## config.mk

```make
export PLATFORM = sky130hd
export DESIGN_NAME = conv_frame_ctrl
export DESIGN_NICKNAME = d
export VERILOG_FILES = /design/src/rtl/conv_frame_ctrl.sv
export SDC_FILE = /design/constraint.sdc
export NUM_CORES = 1
export LEC_CHECK = 0
export BUFFER_PORTS_ARGS = -buffer_cell sky130_fd_sc_hd__buf_2
export CAP_MARGIN = 20
export CELL_PAD_IN_SITES_DETAIL_PLACEMENT = 1
export CELL_PAD_IN_SITES_GLOBAL_PLACEMENT = 1
export CORE_MARGIN = 2
export CORE_UTILIZATION = 34
export DETAILED_ROUTE_END_ITERATION = 10
export PLACE_DENSITY_LB_ADDON = 0.2
export SYNTH_ARGS = -nofsm -noshare
export SYNTH_HDL_FRONTEND = slang
export SYNTH_SLANG_ARGS = --single-unit
```

## constraint.sdc

```tcl
create_clock -name clk -period 1.95 [get_ports clk]
set_input_delay 0.195 -clock clk [delete_from_list [all_inputs] [get_ports clk]]
set_output_delay 0.195 -clock clk [all_outputs]
set_load 0.005 [all_outputs]
```

## src/rtl/conv_frame_ctrl.sv

```systemverilog
// Frame sequencer feeding a stall-free 3x3 convolution datapath: streams one frame, drains the
// pipeline, tags interior-window results. Optional frame counter via CONV_CTRL_STATS_EN.
module conv_frame_ctrl #(
  parameter int unsigned WORD_SIZE = 8,
  parameter int unsigned ROW_SIZE  = 10,
  parameter int unsigned NUM_ROWS  = 10,
  parameter int unsigned PIPE_LAT  = 4
) (
  input  logic                 clk,
  input  logic                 rst_n,
  input  logic                 i_start,
  input  logic [WORD_SIZE-1:0] i_in_pixel,
  input  logic                 i_in_valid,
  output logic                 o_in_ready,
  output logic [WORD_SIZE-1:0] o_conv_pixel_in,
  input  logic [WORD_SIZE-1:0] i_conv_pixel_out,
  output logic [WORD_SIZE-1:0] o_out_pixel,
  output logic                 o_out_valid,
  output logic                 o_out_last,
  output logic                 o_busy,
  output logic                 o_done,
  output logic                 o_err,
  output logic [15:0]          o_frame_cnt
);

  localparam int unsigned COL_W = (ROW_SIZE > 1) ? $clog2(ROW_SIZE) : 1;
  localparam int unsigned ROW_W = (NUM_ROWS > 1) ? $clog2(NUM_ROWS) : 1;
  localparam int unsigned DRN_W = (PIPE_LAT > 1) ? $clog2(PIPE_LAT) : 1;
  localparam int unsigned CNT_W = 16;

  typedef enum logic [1:0] {
    S_IDLE   = 2'd0,
    S_STREAM = 2'd1,
    S_FLUSH  = 2'd2,
    S_DONE   = 2'd3
  } state_t;

  state_t              r_state;
  state_t              w_state_nxt;
  logic [COL_W-1:0]    r_col;
  logic [ROW_W-1:0]    r_row;
  logic [DRN_W-1:0]    r_drain;
  logic [PIPE_LAT-1:0] r_tag_pipe;
  logic [PIPE_LAT-1:0] r_last_pipe;
  logic                r_err;

  logic w_accept;
  logic w_underrun;
  logic w_start_ok;
  logic w_col_wrap;
  logic w_pix_tag;
  logic w_pix_last;
  logic w_drain_end;

  assign w_col_wrap  = (r_col == COL_W'(ROW_SIZE - 1));
  assign w_pix_last  = w_col_wrap && (r_row == ROW_W'(NUM_ROWS - 1));
  assign w_pix_tag   = (r_row >= ROW_W'(2)) && (r_col >= COL_W'(2));
  assign w_drain_end = (r_drain == DRN_W'(PIPE_LAT - 1));

  // State register
  always_ff @(posedge clk or negedge rst_n) begin
    if (!rst_n) begin
      r_state <= S_IDLE;
    end else begin
      r_state <= w_state_nxt;
    end
  end

  // Next-state and state-decoded controls
  always_comb begin
    w_state_nxt = r_state;
    w_accept    = 1'b0;
    w_underrun  = 1'b0;
    w_start_ok  = 1'b0;
    o_in_ready  = 1'b0;
    o_busy      = 1'b1;
    o_done      = 1'b0;
    case (r_state)
      S_IDLE: begin
        o_busy = 1'b0;
        if (i_start) begin
          w_start_ok  = 1'b1;
          w_state_nxt = S_STREAM;
        end
      end
      S_STREAM: begin
        o_in_ready = 1'b1;
        if (i_in_valid) begin
          w_accept = 1'b1;
          if (w_pix_last) begin
            w_state_nxt = S_FLUSH;
          end
        end else begin
          w_underrun  = 1'b1;
          w_state_nxt = S_FLUSH;
        end
      end
      S_FLUSH: begin
        if (w_drain_end) begin
          w_state_nxt = S_DONE;
        end
      end
      S_DONE: begin
        o_done      = 1'b1;
        w_state_nxt = S_IDLE;
      end
      default: begin
        w_state_nxt = S_IDLE;
      end
    endcase
  end

  // The datapath never stalls, so any non-accept cycle must present a zero pixel.
  assign o_conv_pixel_in = w_accept ? i_in_pixel : '0;
  assign o_out_pixel     = i_conv_pixel_out;

  // Raster position, drain counter and sticky underrun flag
  always_ff @(posedge clk or negedge rst_n) begin
    if (!rst_n) begin
      r_col   <= '0;
      r_row   <= '0;
      r_drain <= '0;
      r_err   <= 1'b0;
    end else begin
      if (w_start_ok) begin
        r_col <= '0;
        r_row <= '0;
        r_err <= 1'b0;
      end else if (w_accept && !w_pix_last) begin
        if (w_col_wrap) begin
          r_col <= '0;
          r_row <= r_row + ROW_W'(1);
        end else begin
          r_col <= r_col + COL_W'(1);
        end
      end
      if (w_underrun) begin
        r_err <= 1'b1;
      end
      if (r_state == S_FLUSH) begin
        r_drain <= r_drain + DRN_W'(1);
      end else begin
        r_drain <= '0;
      end
    end
  end

  // Tag pipeline aligned with the datapath latency; an underrun voids the whole frame.
  always_ff @(posedge clk or negedge rst_n) begin
    if (!rst_n) begin
      r_tag_pipe  <= '0;
      r_last_pipe <= '0;
    end else if (w_underrun) begin
      r_tag_pipe  <= '0;
      r_last_pipe <= '0;
    end else begin
      r_tag_pipe[0]  <= w_accept && w_pix_tag;
      r_last_pipe[0] <= w_accept && w_pix_last;
      for (int unsigned i = 1; i < PIPE_LAT; i++) begin
        r_tag_pipe[i]  <= r_tag_pipe[i-1];
        r_last_pipe[i] <= r_last_pipe[i-1];
      end
    end
  end

  assign o_out_valid = r_tag_pipe[PIPE_LAT-1];
  assign o_out_last  = r_last_pipe[PIPE_LAT-1];
  assign o_err       = r_err;

`ifdef CONV_CTRL_STATS_EN
  logic [CNT_W-1:0] r_frame_cnt;

  // Counts frames that finished without an underrun
  always_ff @(posedge clk or negedge rst_n) begin
    if (!rst_n) begin
      r_frame_cnt <= '0;
    end else if ((r_state == S_DONE) && !r_err) begin
      r_frame_cnt <= r_frame_cnt + CNT_W'(1);
    end
  end

  assign o_frame_cnt = r_frame_cnt;
`else
  assign o_frame_cnt = CNT_W'(0);
`endif

endmodule

```

==> results <==
- Measured in cells, the most critical reg-to-reg path has a length of 5.
- The number of levels in the clock H-tree is 1.
- Setup repair after global routing left no endpoint under its margin.
- Summed over all nets, the half-perimeter wirelength after detailed placement is about 2200 um.
- The maximum buffer depth of the clock tree is 2.
- The routed layout has between 900 and 1k vias.
- The total congestion overflow is 0.
- The area growth from synthesis to layout is 8.37%.
- The netlist uses 37 different library cells.
- On the critical path the largest part of the delay comes from compound AO/OA/AOI/OAI gates.
- The die is approximately 66 um wide.
- For this block, the initial DRC count from the detailed router was 15.
- For this run, the total global-route usage over all layers was measured as between 10 and 15%.
- For this run, the share of the core covered by cells in the final layout is just under 40%.
- The highest ir drop seen on vdd is approximately 0.41 mV.
- The max-cap violation count is 0.
- The slack of the worst reg-to-reg path is 250 ps.
- The number of setup buffers added after CTS is 0.
- STA classifies the critical path startpoint as a register.
- The worst path required time is ~2100 ps.
- For the finished layout, the period the worst path requires is approximately 1700 ps.
- The Yosys step of the flow raised 0 warnings.
- After floorplanning, the core was sized to cover 3690 um^2.
- The tree built by TritonCTS fans out to 21 sinks.
- STA classifies the critical path endpoint as a register.
- The final antenna diode count is 0.
- The count of buffers added on input and output ports is 25.
- The detail-routed via count per cell is around 4.8.
- TritonCTS created 3 clock buffers.
- For this run, asynchronously set or reset flops after synthesis account for 100%.
- The final hold slack is around 160 ps.
- The power per unit of standard cell area is around 980 nW/um^2.
- Setup violations remaining at the end of the flow were counted as 0.
- After layout, the worst path uses a little under 90% of the clock period.
- The wire length of the first global-routing pass is 4590 um.
- The initial core utilization is a little over a third.
- The initial antenna violation count is 0.
- The cell at the root of the clock tree is sky130_fd_sc_hd__clkbuf_8.
- The post-layout net count is around 180.
- A synthesized cell averages about 10 um^2.
- The startpoint identified for the worst hold timing path is i_start.
- The sequential-to-total area share from yosys stat is between 30 and 40%.
- In this run the critical register-to-register path is captured at r_col[3].
- The origin of the critical flop-to-flop path is r_state[1].
- The number of global-route vias before repair came to roughly 950.
- Routability-driven placement finished with a final weighted congestion of around 0.74.
- The number of remaining DRC errors is 0.
- The initialized floorplan defines 22 standard-cell rows.
- Traced cell by cell, the critical path runs through inv_1, ha_1, and2_1, o21ai_0, o311a_1.
- The worst setup path category is register to register.
- The post-route netlist has between 20% and 30% of its cells at a drive strength greater than 1.
- The per-cell routed wire length is around 14 um.
- The final wirelength is 2840 um.
- The remaining antenna violation count is 0.
- Across the routed clock network, the largest skew measured is ~4.0 ps.
- The final number of max-transition violations came to 0.
- The leakage power of the design is around 0.76 nW.
- For hold timing, the worst endpoint is r_col[2].
- The synthesized netlist occupies a cell area of between 1000 and 1500 um^2.
- The sum of buffers and inverters on the critical path is 1.
- Among all flip-flop cells after synthesis, the most frequent one is sky130_fd_sc_hd__dfrtp_1.
- The top cell type by area accounts for around two fifths of the synthesized area.
- After synthesis, the cell types taking the most area are sky130_fd_sc_hd__dfrtp_1 40%, sky130_fd_sc_hd__buf_4 14%, sky130_fd_sc_hd__ha_1 7.6%.
- On the critical path, the stage with the largest delay is an instance of sky130_fd_sc_hd__dfrtp_1.
- The leading area contributor after synthesis is sky130_fd_sc_hd__dfrtp_1.
- Static timing analysis puts the maximum clock frequency at ~600 MHz.
- Data on the critical path arrives at its endpoint at around 1900 ps.
- The CTS tree is built.
- The floorplan step defined a die boundary enclosing 4380 um^2.
- Ranked by instance count, the synthesized netlist is headed by 24 x sky130_fd_sc_hd__buf_4, 21 x sky130_fd_sc_hd__dfrtp_1, 9 x sky130_fd_sc_hd__nand2_1.
- The run finished with clean final reports.
- Setup total negative slack on the finished layout was measured at 0 ps.
- The number of failing hold endpoints at the final stage is 0.
- Along the worst path, the maximum fanout reaches 7.
- The worst hold path passes through 2 cells.
- The most instantiated library cell after synthesis is sky130_fd_sc_hd__buf_4.
- Yosys mapped a number of flops with a built-in enable equal to 0.
- The height of the die is between 60 and 70 um.
- The first TritonRoute pass finished after 4 iterations.
- In this design, the stage delay of the slowest critical-path cell is between 400 and 500 ps.
- The number of placed I/O pins is between 50 and 60.
- Once the clock tree was built, the resizer swapped 0 gates to a different size.
- The flop and latch count out of synthesis is 21.
- Synthesis handed over a netlist of roughly 130 instances.
- Clock-pin slew was measured on the worst setup and hold paths at ~80 ps.
- Clock latency on the worst-skew pair, taken at its later pin, is around 260 ps.
- The tightest min-delay check is of the input port to register type.
- Entering global routing, the biggest net connects 22 pins.
per-layer routing:
| metal | global-route usage (%) | share of wire, % | up-vias |
|---|---|---|---|
| li1 | - | - | 459 |
| met1 | 17.9 | 45 | 485 |
| met2 | 23.3 | 51 | 18 |
| met3 | 4.09 | 4.0 | 2 |
| met4 | 2.04 | 0.071 | 0 |
| met5 | 0 | 0 | - |
kinds of logic (layout without fill, tap and decap cells):
logic type | count (synthesis) | in the layout | synth area share, %
muxes | 1 | 1 | 0.761
other | 1 | 16 | 0.285
xor gates and xnor gates | 2 | 2 | 1.33
buffers and inverters | 33 | 37 | 16.8
and+or+nand+nor | 49 | 49 | 23.3
adders and majority gates | 8 | 8 | 7.61
AOI/OAI and AO/OA | 19 | 19 | 9.90
DFF | 21 | 21 | 40.0
repair_timing:
action,4_1_cts,5_1_grt
setup endpoints to repair,0,0
hold buffers,1,0
endpoints found under the hold margin,21,0
cell usage in the layout, fill, tap and decap left out, drive strengths merged, types with 3 or more instances in the layout:
cell,Yosys,final
nand2,9,9
nor3,4,4
conb,1,16
nand4,3,3
a21oi,4,4
inv,5,5
o21ai,3,3
clkbuf,3,3
buf,25,27
and3,8,8
ha,8,8
nand3,3,3
dfrtp,21,21
nand2b,4,4
and2,8,8
cell type report:
type	instances	area [um^2]
Fill cell	457	2260
Multi-Input combinational cell	95	624
Sequential cell	21	526
Timing Repair Buffer	28	150
Tap cell	48	60.1
Clock buffer	3	41.3
Inverter	5	18.8
Clock inverter	1	5.00
worst max path at each step:
| stage | startpoint | to | slack, ps | cells past startpoint |
|---|---|---|---|---|
| detailed placement | r_state[1] | r_col[3] | 260 | 5 |
| global placement | r_state[1] | r_col[3] | 350 | 5 |
| finish | r_state[1] | r_col[3] | 250 | 5 |
| global route | r_state[1] | r_col[3] | 140 | 5 |
| CTS | r_state[1] | r_col[3] | 250 | 5 |
| floorplan | r_state[1] | r_col[3] | 340 | 6 |
report_power, final:
part           switching [W]  total, W  internal [W]
clock network       0.000140  0.000282      0.000142
registers          0.0000863  0.000590      0.000504
logic               0.000294  0.000524      0.000230
total               0.000520   0.00140      0.000876
through the flow:
step / setup slack [ps] / std cells / total power, W / area [um^2]
floorplan: 341 / 149 / 0.000973 / 1370
global placement: 348 / 196 / 0.00111 / 1370
detailed placement: 262 / 196 / 0.00113 / 1370
CTS: 247 / 201 / 0.00142 / 1430
global route: 142 / 201 / 0.00152 / 1430
finish: 246 / 201 / 0.00140 / 1430
flip-flops by register name, summed over array words and instances (netlist names):
name	count
r_last_pipe	4
r_drain	2
r_state	2
r_col	4
o_err	1
r_tag_pipe	4
r_row	4
(Power assumes the default switching activity.)
